===== src/rtl/eth_frame_tx.sv =====
// eth_frame_tx: end-device serial frame transmitter.
// Host requests {dest, payload} enter a small FIFO through a valid/ready
// port. Each request becomes one frame {SFD, dest, MAC_ADDRESS, payload}.
// The frame goes out MSB-first on tx_bit, and an idle gap follows it.
// Optional feature macro: ETH_TX_STATS_EN adds the tx_frame_cnt port, a
// 16-bit wrapping count of frames sent.
//
// Handshake: a request transfers on a rising clk edge where req_valid and
// req_ready are both high. req_ready depends only on the registered queue
// count. It has no combinational path from req_valid or from the pop side,
// so a full queue keeps ready low even in a cycle that pops.
module eth_frame_tx #(
    parameter int                    DEPTH       = 16,
    parameter int                    ADDR_WIDTH  = 4,
    parameter logic [ADDR_WIDTH-1:0] MAC_ADDRESS = 4'h1,
    parameter logic [3:0]            SFD         = 4'hD,
    parameter int                    IFG_CYCLES  = 4,
    parameter int                    QUEUE_DEPTH = 4
) (
    input  logic                              clk,
    input  logic                              rst,
    input  logic                              req_valid,
    output logic                              req_ready,
    input  logic [ADDR_WIDTH-1:0]             req_dest,
    input  logic [DEPTH-4-2*ADDR_WIDTH-1:0]   req_payload,
    output logic                              tx_bit,
    output logic                              tx_busy,
    output logic                              frame_done
`ifdef ETH_TX_STATS_EN
    ,
    output logic [15:0]                       tx_frame_cnt
`endif
);

    localparam int PW    = DEPTH - 4 - 2 * ADDR_WIDTH;
    localparam int EW    = ADDR_WIDTH + PW;
    localparam int PTR_W = (QUEUE_DEPTH > 1) ? $clog2(QUEUE_DEPTH) : 1;
    localparam int CNT_W = PTR_W + 1;
    localparam int BIT_W = (DEPTH > 1) ? $clog2(DEPTH) : 1;
    localparam int GAP_W = (IFG_CYCLES > 1) ? $clog2(IFG_CYCLES) : 1;

    localparam logic [CNT_W-1:0] FULL_CNT = CNT_W'(QUEUE_DEPTH);
    localparam logic [BIT_W-1:0] BIT_LAST = BIT_W'(DEPTH - 1);
    localparam logic [GAP_W-1:0] GAP_LAST = GAP_W'(IFG_CYCLES - 1);

    typedef enum logic [1:0] {
        IDLE  = 2'd0,
        LOAD  = 2'd1,
        SHIFT = 2'd2,
        GAP   = 2'd3
    } state_t;

    // The FSM state is a plain named register so checkers can bind to it.
    state_t state;

    logic [EW-1:0]    mem [QUEUE_DEPTH];
    logic [PTR_W-1:0] wr_ptr;
    logic [PTR_W-1:0] rd_ptr;
    logic [CNT_W-1:0] count;
    logic [DEPTH-1:0] shreg;
    logic [BIT_W-1:0] bit_cnt;
    logic [GAP_W-1:0] gap_cnt;
    logic             push;
    logic             pop;
    logic             has_work;
    logic [EW-1:0]    head;

    assign req_ready = (count != FULL_CNT);
    assign push      = req_valid && req_ready;
    // The head is consumed in the single LOAD cycle of every frame.
    assign pop       = (state == LOAD);
    // An entry being pushed this edge can be loaded on the very next edge.
    // This lets an idle transmitter reach LOAD one cycle after acceptance.
    assign has_work  = (count != '0) || push;
    assign head      = mem[rd_ptr];

    // Queue storage write; contents need no reset because count gates use.
    always_ff @(posedge clk) begin
        if (push) begin
            mem[wr_ptr] <= {req_dest, req_payload};
        end
    end

    // Queue pointers and occupancy; pointers wrap naturally (power-of-two depth).
    always_ff @(posedge clk or posedge rst) begin
        if (rst) begin
            wr_ptr <= '0;
            rd_ptr <= '0;
            count  <= '0;
        end else begin
            if (push) begin
                wr_ptr <= wr_ptr + 1'b1;
            end
            if (pop) begin
                rd_ptr <= rd_ptr + 1'b1;
            end
            case ({push, pop})
                2'b10:   count <= count + 1'b1;
                2'b01:   count <= count - 1'b1;
                default: count <= count;
            endcase
        end
    end

    // Transmit FSM: load a frame, shift it out MSB-first, then hold the idle gap.
    always_ff @(posedge clk or posedge rst) begin
        if (rst) begin
            state      <= IDLE;
            shreg      <= '0;
            bit_cnt    <= '0;
            gap_cnt    <= '0;
            tx_bit     <= 1'b0;
            tx_busy    <= 1'b0;
            frame_done <= 1'b0;
        end else begin
            frame_done <= 1'b0;
            case (state)
                IDLE: begin
                    tx_bit <= 1'b0;
                    if (has_work) begin
                        state   <= LOAD;
                        tx_busy <= 1'b1;
                    end
                end
                LOAD: begin
                    tx_bit  <= 1'b0;
                    shreg   <= {SFD, head[EW-1:PW], MAC_ADDRESS, head[PW-1:0]};
                    bit_cnt <= BIT_LAST;
                    state   <= SHIFT;
                end
                SHIFT: begin
                    tx_bit <= shreg[DEPTH-1];
                    shreg  <= {shreg[DEPTH-2:0], 1'b0};
                    if (bit_cnt == '0) begin
                        gap_cnt <= '0;
                        state   <= GAP;
                    end else begin
                        bit_cnt <= bit_cnt - 1'b1;
                    end
                end
                GAP: begin
                    tx_bit <= 1'b0;
                    // The first GAP edge retires the last bit from the line.
                    // The done pulse is therefore visible right after that edge.
                    frame_done <= (gap_cnt == '0);
                    if (gap_cnt == GAP_LAST) begin
                        if (has_work) begin
                            state <= LOAD;
                        end else begin
                            state   <= IDLE;
                            tx_busy <= 1'b0;
                        end
                    end else begin
                        gap_cnt <= gap_cnt + 1'b1;
                    end
                end
                default: begin
                    state   <= IDLE;
                    tx_busy <= 1'b0;
                end
            endcase
        end
    end

`ifdef ETH_TX_STATS_EN
    // Frame counter advances on each done pulse and wraps at 16 bits.
    always_ff @(posedge clk or posedge rst) begin
        if (rst) begin
            tx_frame_cnt <= '0;
        end else if (frame_done) begin
            tx_frame_cnt <= tx_frame_cnt + 16'd1;
        end
    end
`endif

endmodule


===== config.mk =====
export PLATFORM = sky130hd
export DESIGN_NAME = eth_frame_tx
export DESIGN_NICKNAME = d
export VERILOG_FILES = /design/src/rtl/eth_frame_tx.sv
export SDC_FILE = /design/constraint.sdc
export NUM_CORES = 1
export LEC_CHECK = 0
export ABC_AREA = 1
export BUFFER_PORTS_ARGS = -buffer_cell sky130_fd_sc_hd__clkbuf_2
export CORE_AREA = 2 2 73 127
export DETAILED_ROUTE_END_ITERATION = 10
export DIE_AREA = 0 0 75 129
export GPL_TIMING_DRIVEN = 0
export PLACE_DENSITY = 0.59
export REMOVE_ABC_BUFFERS = 1
export SLEW_MARGIN = 25
export SYNTH_ARGS = -nofsm -noshare
export SYNTH_HDL_FRONTEND = slang
export SYNTH_SLANG_ARGS = --single-unit
export TNS_END_PERCENT = 20

===== constraint.sdc =====
create_clock -name clk -period 4.9 [get_ports clk]
set_input_delay 0.98 -clock clk [delete_from_list [all_inputs] [get_ports clk]]
set_output_delay 0.98 -clock clk [all_outputs]
set_load 0.01 [all_outputs]

== After elaboration in Yosys (flattened, before gate mapping) ==
Memories as Yosys holds them, arrays and structs flattened.
Index checks and enable logic that the tools add are counted.
Word-level totals
  register bits after elaboration: 34
  memories kept: 1
  input bits: 11
  bits in writable memories: 32
Operators by class
  reduce and logical (&&, ||, !) cells: 15
  equal/unequal tests: 13
  mux-type cells: 20
  add/subtract/negate cells: 6
Memories
  mem: words 4, width 8, read ports 1, clocked after memory_dff 0, wr ports 1, line 56  | logic [EW-1:0] mem [QUEUE_DEPTH];
Operator list (count)
  case mux 16 bit (2 select lines): 1
  != test 2 bit (second input constant): 6
  two-way mux 2 bit: 5
  equality test 2 bit (second input constant): 4
  case mux 2 bit (4 select lines): 1
  case mux 4 bit (2 select lines): 1
  nonzero test 2 bit: 4
  two-way mux 1 bit: 7
  adder 2 x 1 -> 2 bit (second input constant): 3
  case mux 3 bit (2 select lines): 1
  AND reduction 3 bit: 2
  equality test 2 x 1 -> 1 bit (second input constant): 2
  zero test 2 bit: 2
  zero test 4 bit: 1
  two-way mux 4 bit: 1
  case mux 1 bit (2 select lines): 2
  case mux 2 bit (2 select lines): 1
  AND reduction 4 bit: 1
  subtractor 4 x 1 -> 4 bit (second input constant): 1
  adder 3 x 1 -> 3 bit (second input constant): 1
  != test 3 bit (second input constant): 1
  nonzero test 3 bit: 1
  OR reduction 3 bit: 1
  subtractor 3 x 1 -> 3 bit (second input constant): 1
  3 further kinds: 3

== Longest topological paths before layout ==
Gate-level depths: netlist of run 1.
  word-level depth: 6
  gate-level depth with buffers: 8
  depth with buffers taken out: 8

== Least setup slack after synthesis of run 1 ==
Ideal clock, no wire load.
  path kind: in2reg
  start: in req_valid
  end: reg count[2]
  required time: 4.776 ns
  arrival time: 2.035 ns
  setup slack: 2.741 ns
  stages on the path: 6
  cell sequence: nand2_2 > ha_1 > fa_1 > a21oi_1 > o21ai_0 > xnor2_1
On the way
  cells in the longest elaborated chain, start to end: 3
  elaborated cells between the ends (all ways): 5
  classes of those cells: eq/ne: 2; mux: 1; reduce/logical: 2
RTL lines
  start: declaration: line 22  | input logic req_valid,
  logical AND 1 bit *: line 69  | assign push = req_valid && req_ready;
  equality test 2 x 1 -> 1 bit or equality test 2 bit (tied branches): line 97  | case ({push, pop})
  case mux 3 bit (2 select lines) or nonzero test 2 bit (tied branches)
  end signal: assignment: line 98  | 2'b10: count <= count + 1'b1;
  end signal: assignment: line 99  | 2'b01: count <= count - 1'b1;
  end signal: assignment: line 100  | default: count <= count;
  end: declaration: line 59  | logic [CNT_W-1:0] count;
Mark *: on every way between the ends. The rest lies on a longest branch, timed or not.
A chain may end at the register's enable or synchronous reset.

== Worst setup path in the final report of run 1 ==
  start: reg count[1]
  end: out req_ready
On the way
  cells in the longest elaborated chain, start to end: 1
RTL lines
  != test 3 bit: line 68  | assign req_ready = (count != FULL_CNT);
  end: declaration: line 23  | output logic req_ready,
Every way passes these cells.

==> impl_metrics.toml, run 1 <==
[placed_design]
hpwl_um = 3500
pre_cts_slack_ps = 2530
portBuffers = 14
place_inst = 400
place_congestion = 0.724

[finish]
syn_to_final_growth_pct = 15.1
fin_nets = 318
nFillCells = 828
antenna_cells = 0
multiInputGateArea_um2 = 933
regArea_mm2 = 0.00181
instances_no_fill = 416
drive_gt1_frac = 0.151

[route]
via_count = 1852
drt_iter0_drc = 109
wl_um = 5130
drc_errors = 0
wire_per_inst_um = 12.3
ant_nets = 0
vias_per_cell = 4.45
dr.pass1.iters = 4

[cts]
ctsHoldBuffers = 0
worstSkewPairLatency_ps = 340
clk_pin_slew_ps = 50
post_cts_buffers = 0
cts_tree = "done"
clock_path_buffers = 2
numCtsBuffers = 9
cts.repair.resized = 0
ctsHtreeMaxLevel = 3
numClockSinks = 66
cts_root_buf = "clkbuf_16"

[critical_path]
critPathMaxFanout = 3
crit_arrival_ps = 1130
reg2reg_slack_ps = 2990
crit_path_end = "req_ready"
reg2reg_depth = 6
cp-end-kind = "output port"
cp-startpoint = "count[1]$_DFFE_PP0P_"
r2r-start = "state[0]$_DFFE_PP0P_"
cp.required_ps = 3920
timing_worst_setup_path_type = "reg2out"
reg2reg_to = "shreg[9]$_DFFE_PP0P_"
cp-start-kind = "flop"

[timing]
maxSlewViolCount = 0
final-hold-violation-count = 0
rsz0062_at_grt = "false"
setup_viol = 0
max_freq_mhz = 473
tns_ps = 0
fin_ws_ps = 2790
max-slew-margin-rel = 0.433
fin_crit_sh = 0.432
worstMarginPinSlew_ps = 847
finalCriticalPeriod_ps = 2110
skew_ps = 9.38

[global_routing]
grt_antenna_before_repair = 0
gr-total-overflow = 0
grt_pass1_wl_um = 8890
grt_max_degree = 35
track_usage = 0.127
grt_pass1_vias = 1859

[die]
start_util = 0.340
core.rowCount = 45
die-area_mm2 = 0.00968
boundaryPins = 15
design.core.area_mm2 = 0.00861
die_y_um = 129
fp.dieW_um = 75

[pwr]
p_switching_mw = 0.886
leakagePower_nw = 1.46
seqPwrFrac = 0.391
pwr-share-clk = 0.257
power_density_mw_per_mm2 = 683
p_int_mw = 1.42
combinationalPowerShare = 0.353
swShare = 0.384
ir_drop_uv = 284

[logic_synthesis]
ys_ff_latch = 66
ys.warnings.count = 0
seq_area_frac_synth = 0.618
synth.cell_area_mm2 = 0.00293
avgSynthCellArea_um2 = 10.6
syn_inst = 276
ys_types = 29

[worst_hold_path]
holdCritPathClass = "reg2reg"

[outcome]
status = "finished clean"

[run]
cap_violations = 0
## placed cells by master (no fill, tap or decap), drive strengths merged
cell       n
a22oi      2
clkbuf    23
nor2      16
clkinv     2
xnor2      2
or2        1
dfrtp     34
clkinvlp   3
ha        12
inv       37
nand2     72
nand3     32
mux2       1
o21a       1
o211ai     8
fa         1
xor2       3
o21ai      8
a21oi      5
o22ai      4
edfxtp    32
## state kept, by name, indices dropped and copies added (netlist names)
register / cells
bit_cnt: 4
count: 3
wr_ptr: 2
shreg: 16
mem: 32
gap_cnt: 2
tx_busy: 1
rd_ptr: 2
tx_bit: 1
frame_done: 1
state: 2
## how the worst min path moves through the flow
stage | startpoint | endpoint | slack, ps | depth (start not counted)
global route | tx_busy$_DFFE_PP0P_ | tx_busy$_DFFE_PP0P_ | 520 | 2
CTS | shreg[15]$_DFFE_PP0P_ | tx_bit$_DFF_PP0_ | 480 | 2
floorplan | shreg[15]$_DFFE_PP0P_ | tx_bit$_DFF_PP0_ | 430 | 2
global placement | shreg[15]$_DFFE_PP0P_ | tx_bit$_DFF_PP0_ | 450 | 2
finish | shreg[15]$_DFFE_PP0P_ | tx_bit$_DFF_PP0_ | 480 | 2
detailed placement | shreg[15]$_DFFE_PP0P_ | tx_bit$_DFF_PP0_ | 460 | 2
## synthesized netlist by cell type
cell type   n  share of area
xnor2_1     2         0.0060
buf_4       2         0.0051
xor2_1      3         0.0090
fa_1        1         0.0068
nor2_4      1         0.0038
o22ai_1     4         0.0085
o211ai_1    8          0.020
nor2_1     14          0.018
or2_2       1         0.0021
o21ai_0     2         0.0034
nand2_4     1         0.0038
mux2_2      1         0.0038
o21a_1      1         0.0026
nor2_2      1         0.0021
o21ai_1     5         0.0085
a22oi_1     2         0.0051
ha_1       12          0.051
buf_2       3         0.0051
nand2_1    67          0.086
inv_1      31          0.040
nand3_1    32          0.055
o21ai_4     1         0.0055
dfrtp_1    34           0.29
inv_4       1         0.0021
buf_6       2         0.0077
edfxtp_1   32           0.33
inv_2       3         0.0038
nand2_2     4         0.0085
a21oi_1     5         0.0085
## logic make-up after synthesis
| kind of cell | Yosys count | synth area share |
|---|---|---|
| flip-flops | 66 | 0.618 |
| multiplexers | 1 | 0.00384 |
| buffers and inverters | 42 | 0.0636 |
| AO/OA/AOI/OAI | 28 | 0.0627 |
| XOR/XNOR | 5 | 0.0149 |
| adder cells (fa/ha/maj) | 13 | 0.0580 |
| AND/OR/NAND/NOR | 121 | 0.179 |
## metrics by stage
step | hold WS [ps] | area [um^2] | power [mW] | util
4_1_cts | 477 | 3370 | 2.34 | 0.392
2_1_floorplan | 434 | 2880 | 1.52 | -
5_1_grt | 519 | 3370 | 2.50 | 0.392
3_5_place_dp | 464 | 3100 | 1.73 | 0.359
3_3_place_gp | 453 | 3100 | 1.71 | 0.359
6_report | 477 | 3370 | 2.30 | 0.392
## worst max-delay path: stages (launching register included)
cell and delay (ps):
dfrtp_1 410, nor2_2 160, nand2_1 100, clkbuf_2 130
## metal layers
layer	up-vias	wire, um	track usage
li1	941	-	-
met1	876	2190	0.146
met2	27	2660	0.201
met3	8	150	0.0352
met4	0	126	0.0819
met5	-	0	0
## power by group through the flow
stage	logic, mW	clock network, mW	registers [mW]
after global placement	0.802	0	0.906
final	0.813	0.592	0.900
after CTS	0.828	0.606	0.902
after global routing	0.942	0.632	0.925
after floorplan	0.633	0	0.884
after detailed placement	0.824	0	0.910
## layout make-up
cell class | instances | area share
Clock inverter | 7 | 0.0159
Inverter | 35 | 0.0397
Clock buffer | 9 | 0.0667
Multi-Input combinational cell | 168 | 0.277
Tap cell | 117 | 0.0434
Sequential cell | 66 | 0.537
Timing Repair Buffer | 14 | 0.0208
Note: power is estimated with default switching activity, not from simulation.
==> inputs of run 2 (changes only) <==
- PLACE_DENSITY: 0.59 -> 0.61
- clock period: 4.9 -> 1.7 ns (I/O delays scaled with it)
==> run 2 against run 1 <==
Effect of this change:
- the flow now finishes with violations (setup timing)
- clock skew decreased by 4.4 ps
- sequential cell count unchanged
- non-clock buffer count increased by 8
- critical endpoint is now count[1]$_DFFE_PP0P_
- utilization increased by 1.1 points
- clock power increased to 2.7 times the previous value
- total power increased to 3.0 times the previous value
- via count increased by 3.0%
- count of clock-buffer cells in the layout increased by 3
==> impl_metrics.toml, run 2 (synthesized netlist as in run 1, its figures left out) <==
[timing]
setup_viol = 1
fin_ws_ps = -9.68
finalCriticalPeriod_ps = 1710
maxSlewViolCount = 0
max_freq_mhz = 585
final-hold-violation-count = 0
worstMarginPinSlew_ps = 772
max-slew-margin-rel = 0.483
fin_hold_ws_ps = 109
rsz0062_at_grt = "true"
skew_ps = 5.01
fin_crit_sh = 1.01

[pwr]
ir_drop_uv = 637
leakagePower_nw = 1.50
power_density_mw_per_mm2 = 1970
power_mw = 6.85

[critical_path]
critPathMaxFanout = 7
cp-start-kind = "flop"
r2r-start = "count[0]$_DFFE_PP0P_"
reg2reg_depth = 6
timing_worst_setup_path_type = "reg2reg"
crit_arrival_ps = 1920
reg2reg_to = "count[1]$_DFFE_PP0P_"
cp-end-kind = "flop"
reg2reg_slack_ps = -10
cp.required_ps = 1910

[run]
cap_violations = 0

[finish]
final_core_utilization = 0.403
syn_to_final_growth_pct = 18.4
largest_reg_flops = 32
drive_gt1_frac = 0.195
final_common_cell = "nand2_1"
most-common-layout-cells = "66 x nand2_1, 33 x dfrtp_1, 32 x nand3_1, 32 x edfxtp_1, 29 x inv_1"
fin_nets = 326
top_register = "mem"
reg_top3 = "mem x32, shreg x16, bit_cnt x4"
antenna_cells = 0

[die]
die_y_um = 129
boundaryPins = 15
fp.dieW_um = 75
start_util = 0.340
die-area_mm2 = 0.00968
core.rowCount = 45
design.core.area_mm2 = 0.00861

[cts]
numCtsBuffers = 9
clock_path_buffers = 2
worstSkewPairLatency_ps = 330
ctsHoldBuffers = 0
cts_root_buf = "clkbuf_16"
cts_tree = "done"
clk_pin_slew_ps = 50
numClockSinks = 66
ctsHtreeMaxLevel = 3

[route]
via_count = 1907
dr.pass1.iters = 4
wl_um = 5270
wire_per_inst_um = 12.4
vias_per_cell = 4.50
ant_nets = 0
drt_iter0_drc = 84
drc_errors = 0

[worst_hold_path]
holdCritPathClass = "in2async"

[outcome]
failed_checks = "setup timing"
status = "finished, violations left"

[global_routing]
grt_pass1_wl_um = 8840
track_usage = 0.126
grt_antenna_before_repair = 0
grt_pass1_vias = 1888
gr-total-overflow = 0
grt_max_degree = 35

[placed_design]
place_congestion = 0.728
portBuffers = 14
hpwl_um = 3600
## run 2: cell types whose count changed in the layout (fill, tap and decap cells not counted), sizes merged
cell / change
inv: -2
clkbuf: +3
clkinv: +2
buf: +8
clkinvlp: -3
## run 2: where the power goes
part           internal, mW  leakage [nW]  total (mW)  switching [mW]
Sequential             2.24         0.698        2.58           0.346
Clock                 0.975         0.130        1.61           0.632
Combinational          1.07         0.675        2.66            1.59
Total                  4.28          1.50        6.85            2.56
## run 2: critical path, cell delays in order, from the launching register on
cell and delay (ps):
dfrtp_1 380, nor2_2 140, nand2_2 90, nand2_4 130
ha_4 160, fa_1 410, mux2_2 270
## run 2: worst max-delay path by stage
stage | start | to | slack (ps) | depth (start not counted)
2_1_floorplan | count[0]$_DFFE_PP0P_ | count[2]$_DFFE_PP0P_ | -90 | 8
3_3_place_gp | state[0]$_DFFE_PP0P_ | shreg[10]$_DFFE_PP0P_ | -190 | 6
3_5_place_dp | state[1]$_DFFE_PP0P_ | count[2]$_DFFE_PP0P_ | -190 | 7
4_1_cts | wr_ptr[1]$_DFFE_PP0P_ | mem[1][1]$_DFFE_PP_ | -30 | 4
5_1_grt | count[0]$_DFFE_PP0P_ | count[1]$_DFFE_PP0P_ | -60 | 6
6_report | count[0]$_DFFE_PP0P_ | count[1]$_DFFE_PP0P_ | -10 | 6
## run 2: repair_timing
| item | CTS | global route |
|---|---|---|
| pin swaps | 3 | 3 |
| buffers inserted | 8 | 0 |
| cloned | 0 | 0 |
| setup endpoints to repair | 45 | 26 |
| resized for setup | 12 | 4 |
## run 2: area by class of cell
type	instances	area, um^2
Fill cell	839	5140
Sequential cell	66	1810
Multi-Input combinational cell	168	988
Clock buffer	12	236
Tap cell	117	146
Inverter	35	136
Timing Repair Buffer	22	130
Clock inverter	4	20.0
## run 2: metrics by stage
| stage | std cells | cell area [um^2] | setup TNS (ps) | setup WS (ps) |
|---|---|---|---|---|
| 4_1_cts | 424 | 3460 | -241 | -32.2 |
| 2_1_floorplan | 269 | 2880 | -173 | -90.2 |
| 3_3_place_gp | 400 | 3100 | -2420 | -187 |
| 3_5_place_dp | 400 | 3100 | -4250 | -188 |
| 6_report | 424 | 3470 | -9.68 | -9.68 |
| 5_1_grt | 424 | 3470 | -263 | -56.6 |
## run 2: per-layer routing
layer  routed length (um)  GRT usage
met5                    0          0
met4                  172     0.0756
met3                  147     0.0376
met2                 2940      0.218
met1                 2010      0.128
